===== src/rtl/muldiv_pkg.sv =====
// Shared types and defaults for the multi-cycle multiply/divide sequencer.
package muldiv_pkg;

    typedef enum logic [1:0] {
        IDLE  = 2'd0,
        START = 2'd1,
        RUN   = 2'd2,
        WRITE = 2'd3
    } md_state_t;

    typedef enum logic {
        MULT = 1'b0,
        DIV  = 1'b1
    } md_sel_t;

    localparam int MD_CYCLES_DEF = 32;
    localparam int CNT_W_DEF     = 6;

endpackage


===== src/rtl/muldiv_ctrl_if.sv =====
// Control-unit side of the multiply/divide sequencer: requests, MTHI/MTLO writes, Hi/Lo and status.
interface muldiv_ctrl_if;
    logic        op_mult;
    logic        op_div;
    logic [31:0] rs_val;
    logic [31:0] rt_val;
    logic        hi_we;
    logic        lo_we;
    logic [31:0] wdata;
    logic [31:0] hi;
    logic [31:0] lo;
    logic        busy;
    logic        done;
    logic        div_zero;

    modport master (
        output op_mult, op_div, rs_val, rt_val, hi_we, lo_we, wdata,
        input  hi, lo, busy, done, div_zero
    );

    modport slave (
        input  op_mult, op_div, rs_val, rt_val, hi_we, lo_we, wdata,
        output hi, lo, busy, done, div_zero
    );
endinterface


===== src/rtl/hilo_regs.sv =====
// Architectural Hi/Lo registers: result capture has priority over MTHI/MTLO writes.
module hilo_regs (
    input  logic        clk,
    input  logic        reset,
    input  logic        cap_en,
    input  logic [31:0] cap_hi,
    input  logic [31:0] cap_lo,
    input  logic        hi_we,
    input  logic        lo_we,
    input  logic [31:0] wdata,
    output logic [31:0] hi,
    output logic [31:0] lo
);
    logic [1:0][31:0] cap_val;
    logic [1:0]       we;

    // Index 0 is Lo, index 1 is Hi.
    assign cap_val = {cap_hi, cap_lo};
    assign we      = {hi_we, lo_we};

    generate
        for (genvar gi = 0; gi < 2; gi++) begin : g_reg
            logic [31:0] val_reg;

            always_ff @(posedge clk) begin
                if (reset) begin
                    val_reg <= '0;
                end else if (cap_en) begin
                    val_reg <= cap_val[gi];
                end else if (we[gi]) begin
                    val_reg <= wdata;
                end
            end
        end
    endgenerate

    assign lo = g_reg[0].val_reg;
    assign hi = g_reg[1].val_reg;

endmodule


===== src/rtl/muldiv_ctrl.sv =====
// Sequencer for the shared multiply/divide datapath: latches operands, pulses the unit start,
// counts iterations, captures Hi/Lo and stalls the control unit while busy.
module muldiv_ctrl
    import muldiv_pkg::*;
#(
    parameter int MD_CYCLES = MD_CYCLES_DEF,
    parameter int CNT_W     = CNT_W_DEF
) (
    input  logic         clk,
    input  logic         reset,
    muldiv_ctrl_if.slave cu,
    output logic [31:0]  opa,
    output logic [31:0]  opb,
    output logic         mult_start,
    output logic         div_start,
    input  logic [31:0]  mult_hi,
    input  logic [31:0]  mult_lo,
    input  logic [31:0]  div_hi,
    input  logic [31:0]  div_lo
);
    localparam logic [CNT_W-1:0] CNT_LOAD = CNT_W'(MD_CYCLES);
    localparam logic [CNT_W-1:0] CNT_ONE  = CNT_W'(1);

    md_state_t        state_reg;
    md_sel_t          sel_reg;
    logic [CNT_W-1:0] cnt_reg;
    logic [31:0]      opa_reg;
    logic [31:0]      opb_reg;
    logic             mult_start_reg;
    logic             div_start_reg;
    logic             busy_reg;
    logic             done_reg;
    logic             div_zero_reg;

    logic             cap_en;
    logic [31:0]      cap_hi;
    logic [31:0]      cap_lo;
    logic             hilo_hi_we;
    logic             hilo_lo_we;
    logic [31:0]      hi_w;
    logic [31:0]      lo_w;

    always_ff @(posedge clk) begin
        if (reset) begin
            state_reg      <= IDLE;
            sel_reg        <= MULT;
            cnt_reg        <= '0;
            opa_reg        <= '0;
            opb_reg        <= '0;
            mult_start_reg <= 1'b0;
            div_start_reg  <= 1'b0;
            busy_reg       <= 1'b0;
            done_reg       <= 1'b0;
            div_zero_reg   <= 1'b0;
        end else begin
            mult_start_reg <= 1'b0;
            div_start_reg  <= 1'b0;
            done_reg       <= 1'b0;
            div_zero_reg   <= 1'b0;

            case (state_reg)
                IDLE: begin
                    if (cu.op_mult) begin
                        opa_reg        <= cu.rs_val;
                        opb_reg        <= cu.rt_val;
                        sel_reg        <= MULT;
                        mult_start_reg <= 1'b1;
                        busy_reg       <= 1'b1;
                        state_reg      <= START;
                    end else if (cu.op_div && (cu.rt_val != 32'd0)) begin
                        opa_reg       <= cu.rs_val;
                        opb_reg       <= cu.rt_val;
                        sel_reg       <= DIV;
                        div_start_reg <= 1'b1;
                        busy_reg      <= 1'b1;
                        state_reg     <= START;
                    end else if (cu.op_div) begin
                        // Divide by zero never starts the divider; Hi/Lo keep their values.
                        div_zero_reg <= 1'b1;
                    end
                end
                START: begin
                    cnt_reg   <= CNT_LOAD;
                    state_reg <= RUN;
                end
                RUN: begin
                    if (cnt_reg == CNT_ONE) begin
                        cnt_reg   <= '0;
                        state_reg <= WRITE;
                    end else begin
                        cnt_reg <= cnt_reg - CNT_ONE;
                    end
                end
                WRITE: begin
                    busy_reg  <= 1'b0;
                    done_reg  <= 1'b1;
                    state_reg <= IDLE;
                end
                default: begin
                    state_reg <= IDLE;
                end
            endcase
        end
    end

    assign cap_en     = (state_reg == WRITE);
    assign cap_hi     = (sel_reg == MULT) ? mult_hi : div_hi;
    assign cap_lo     = (sel_reg == MULT) ? mult_lo : div_lo;
    assign hilo_hi_we = cu.hi_we && (state_reg == IDLE);
    assign hilo_lo_we = cu.lo_we && (state_reg == IDLE);

    hilo_regs u_hilo (
        .clk    (clk),
        .reset  (reset),
        .cap_en (cap_en),
        .cap_hi (cap_hi),
        .cap_lo (cap_lo),
        .hi_we  (hilo_hi_we),
        .lo_we  (hilo_lo_we),
        .wdata  (cu.wdata),
        .hi     (hi_w),
        .lo     (lo_w)
    );

    assign opa         = opa_reg;
    assign opb         = opb_reg;
    assign mult_start  = mult_start_reg;
    assign div_start   = div_start_reg;
    assign cu.hi       = hi_w;
    assign cu.lo       = lo_w;
    assign cu.busy     = busy_reg;
    assign cu.done     = done_reg;
    assign cu.div_zero = div_zero_reg;

endmodule


===== src/flat_wrapper.sv =====
// flat-port wrapper written by rule: the top's interface ports become plain ports
module muldiv_ctrl_flat import muldiv_pkg::*;
#(
    parameter int MD_CYCLES = MD_CYCLES_DEF,
    parameter int CNT_W     = CNT_W_DEF
)
  (clk, reset, opa, opb, mult_start, div_start, mult_hi, mult_lo, div_hi, div_lo, cu_op_mult, cu_op_div, cu_rs_val, cu_rt_val, cu_hi_we, cu_lo_we, cu_wdata, cu_hi, cu_lo, cu_busy, cu_done, cu_div_zero);
  muldiv_ctrl_if cu_i ();
  input  logic clk;
  input  logic reset;
  output logic [31:0] opa;
  output logic [31:0] opb;
  output logic mult_start;
  output logic div_start;
  input  logic [31:0] mult_hi;
  input  logic [31:0] mult_lo;
  input  logic [31:0] div_hi;
  input  logic [31:0] div_lo;
  input wire logic [$bits(cu_i.op_mult)-1:0] cu_op_mult;
  input wire logic [$bits(cu_i.op_div)-1:0] cu_op_div;
  input wire logic [$bits(cu_i.rs_val)-1:0] cu_rs_val;
  input wire logic [$bits(cu_i.rt_val)-1:0] cu_rt_val;
  input wire logic [$bits(cu_i.hi_we)-1:0] cu_hi_we;
  input wire logic [$bits(cu_i.lo_we)-1:0] cu_lo_we;
  input wire logic [$bits(cu_i.wdata)-1:0] cu_wdata;
  output wire logic [$bits(cu_i.hi)-1:0] cu_hi;
  output wire logic [$bits(cu_i.lo)-1:0] cu_lo;
  output wire logic [$bits(cu_i.busy)-1:0] cu_busy;
  output wire logic [$bits(cu_i.done)-1:0] cu_done;
  output wire logic [$bits(cu_i.div_zero)-1:0] cu_div_zero;
  assign cu_i.op_mult = cu_op_mult;
  assign cu_i.op_div = cu_op_div;
  assign cu_i.rs_val = cu_rs_val;
  assign cu_i.rt_val = cu_rt_val;
  assign cu_i.hi_we = cu_hi_we;
  assign cu_i.lo_we = cu_lo_we;
  assign cu_i.wdata = cu_wdata;
  assign cu_hi = cu_i.hi;
  assign cu_lo = cu_i.lo;
  assign cu_busy = cu_i.busy;
  assign cu_done = cu_i.done;
  assign cu_div_zero = cu_i.div_zero;
  muldiv_ctrl #(.MD_CYCLES(MD_CYCLES), .CNT_W(CNT_W)) u_core (.clk(clk), .reset(reset), .cu(cu_i), .opa(opa), .opb(opb), .mult_start(mult_start), .div_start(div_start), .mult_hi(mult_hi), .mult_lo(mult_lo), .div_hi(div_hi), .div_lo(div_lo));
endmodule

===== config.mk =====
export PLATFORM = sky130hd
export DESIGN_NAME = muldiv_ctrl_flat
export DESIGN_NICKNAME = d
export VERILOG_FILES = /design/src/rtl/muldiv_pkg.sv /design/src/rtl/muldiv_ctrl_if.sv /design/src/rtl/hilo_regs.sv /design/src/rtl/muldiv_ctrl.sv /design/src/flat_wrapper.sv
export SDC_FILE = /design/constraint.sdc
export NUM_CORES = 1
export LEC_CHECK = 0
export BUFFER_PORTS_ARGS = -buffer_cell sky130_fd_sc_hd__buf_2
export CAP_MARGIN = 25
export CELL_PAD_IN_SITES_DETAIL_PLACEMENT = 0
export CELL_PAD_IN_SITES_GLOBAL_PLACEMENT = 1
export CORE_AREA = 2 2 159 145
export DETAILED_ROUTE_END_ITERATION = 16
export DIE_AREA = 0 0 161 147
export GPL_TIMING_DRIVEN = 0
export PLACE_DENSITY = 0.73
export SYNTH_ARGS = -nofsm -noshare
export SYNTH_HDL_FRONTEND = slang
export SYNTH_SLANG_ARGS = --single-unit
export TNS_END_PERCENT = 50

===== constraint.sdc =====
create_clock -name clk -period 3.4 [get_ports clk]
set_input_delay 0.51 -clock clk [delete_from_list [all_inputs] [get_ports clk]]
set_output_delay 0.51 -clock clk [all_outputs]
set_load 0.005 [all_outputs]

==> impl_metrics.yaml <==
run_status:
  status: "complete, no violations"
drt:
  drtIter0Drc: 349
  viasPerCell: 4.62
  num_vias: 6655
  drc: 0
  first_pass_iters: 5
  wl_met2_um: 11500
  wire_per_inst_um: 17.2
  ant_nets: 0
  dr_wl_met3_um: 1290
  top_layer: "met5"
  routed_wirelength_um: 24800
  wl_met1_um: 11500
sta:
  grt_setup_unrepaired: "no"
  fin_setup_tns_ns: 0
  timing.fmax_mhz: 374
  fin_crit_sh: 0.786
  drv_slew: 0
  final-setup-viol-count: 0
  setup_ws_ns: 0.728
  min_period_ns: 2.67
  slew_headroom: 0.314
  hold_violations: 0
  hold_ws_ns: 0.291
  fin_skew_ns: 0.0112
  worst_pin_slew_ns: 1.03
global_route:
  grt_start_max_net_pins: 17
  antenna_found_initial: 2
  grt_pass1_wl_um: 36500
  track_usage: 0.202
  grt_pass1_vias: 6343
  grt_remaining_overflow: 0
logic_synthesis:
  ys_async_sr_fraction: 0
  syn_area_um2: 6490
  synth_common_cells: "142 x dfxtp_1, 136 x nand2_1, 130 x mux2i_1"
  synth-main-ff-cell: "dfxtp_1"
  yosysTopAreaCell: "dfxtp_1"
  syn_avg_cell_area_um2: 8.65
  synthDistinctLibCells: 35
  synth_top_area_frac: 0.438
  synth_fp_nets: 987
  yosysSeqAreaShare: 0.438
  yosysMostFrequentCell: "dfxtp_1"
  synth_edf_count: 0
  ys_ff_latch: 142
  yosys_warnings: 0
  synth.area.top_cells: "dfxtp_1 44%, mux2i_1 20%, nand2_1 7.9%"
  postSynthCellCount: 751
clock_tree:
  cts_tree: "built"
  cts_resized: 0
  hold_buffers: 0
  cts_sinks: 142
  clock_latency_ns: 0.42
  cts_buffer_depth: 2
  path_clk_slew_ns: 0.06
  cts_setup_buffers: 0
  h-tree-depth: 4
  cts_buffers: 17
  cts_root_buf: "clkbuf_16"
die:
  chipHeight_um: 147
  initial_core_util: 0.294
  dieWidth_um: 161
  die_area_um2: 23700
  rows: 52
  core-area_um2: 22100
  num_io_pins: 363
cells_and_area:
  fin_nets: 1367
  diodes: 0
  syn2layout_area_growth_pct: 42.8
  post-route-util: 0.419
  drive_gt1_frac: 0.356
  fill_cells: 2326
placement:
  place_congestion: 0.842
  place_hpwl_um: 19600
  port_buffers: 361
  place_ws_ns: 0.719
setup_path:
  endpoint_kind: "flip-flop"
  cp_data_arrival_time_ns: 2.96
  worstSetupPathType: "flip-flop to flip-flop"
  crit_required_ns: 3.69
  critPathLaunchType: "flip-flop"
  crit_fanout: 10
  rrSetupSlack_ns: 0.73
pwr:
  ir_drop_uv: 311
  p_sw_mw: 2.69
  p_int_mw: 4.50
  p_leak_nw: 4.46
  p_seq_frac: 0.323
  clkPwrFrac: 0.268
  power_frac_comb: 0.409
  power_density_nw_per_um2: 776
  switching_share: 0.374
min_path:
  hold_class: "input port to flip-flop"
flow_run:
  maxCapViolCount: 0
## power groups by stage
stage | registers (mW) | logic [mW] | clock network [mW]
floorplan | 2.37 | 1.81 | 0
global placement | 2.34 | 2.95 | 0
detailed placement | 2.35 | 2.97 | 0
CTS | 2.32 | 2.98 | 1.97
global route | 2.37 | 3.24 | 2.05
finish | 2.32 | 2.95 | 1.93
## per-layer routing
layer,vias up,GRT usage
met1,3064,0.269
met2,190,0.326
met4,4,0.0558
met3,29,0.0494
li1,3368,-
met5,-,0
## worst max-delay path, stage by stage, from the launching register on
cell and delay, ns:
dfxtp_1 0.35, ha_1 0.19, clkbuf_1 0.27, a21oi_1 0.82
clkbuf_1 0.56, a211oi_1 0.15, a21oi_1 0.15, nor2_1 0.05
## logic make-up after synthesis
kind of cell	share of synthesized area
buf+inv	0.0480
flops	0.438
fa+ha+maj	0.0116
simple gates	0.158
xor+xnor	0.00405
mux	0.200
compound gates	0.141
## layout make-up
type	count	area, um^2	area share
sequential	142	2840	0.307
timing repair buffer	361	1810	0.195
clock inverter	13	165	0.0178
inverter	7	26.3	0.00283
buffer	60	285	0.0308
clock buffer	19	433	0.0467
multi-input combinational	542	3340	0.360
tap	297	372	0.0401
## path summary, 6_finish.rpt
check,to,from,cells after the start
worst max-delay path,u_core.u_hilo.lo[20],u_core.state_reg[1],7
worst min-delay path,u_core.div_start,cu_op_mult,2
worst max register to register,u_core.u_hilo.lo[20],u_core.state_reg[1],7
worst min register to register,u_core.opa[10],u_core.opa[10],2
## stage by stage
step | total power, mW | cell area [um^2] | std cells
after floorplan | 4.18 | 6490 | 751
after global placement | 5.29 | 8670 | 1409
after detailed placement | 5.32 | 8670 | 1409
after CTS | 7.27 | 9270 | 1441
after global routing | 7.65 | 9270 | 1441
final | 7.19 | 9270 | 1441
## cell usage in the layout (no fill, tap or decap), types with 3 or more instances in the layout
master	n
buf_2	367
dfxtp_1	142
nand2_1	136
mux2i_1	130
nor2_1	107
a21oi_1	66
a211oi_1	64
clkbuf_1	46
clkbuf_16	17
nor4_1	9
buf_6	7
inv_1	6
ha_1	6
clkinvlp_4	4
buf_1	3
bufinv_16	3
Power figures use the tool's default switching activity.
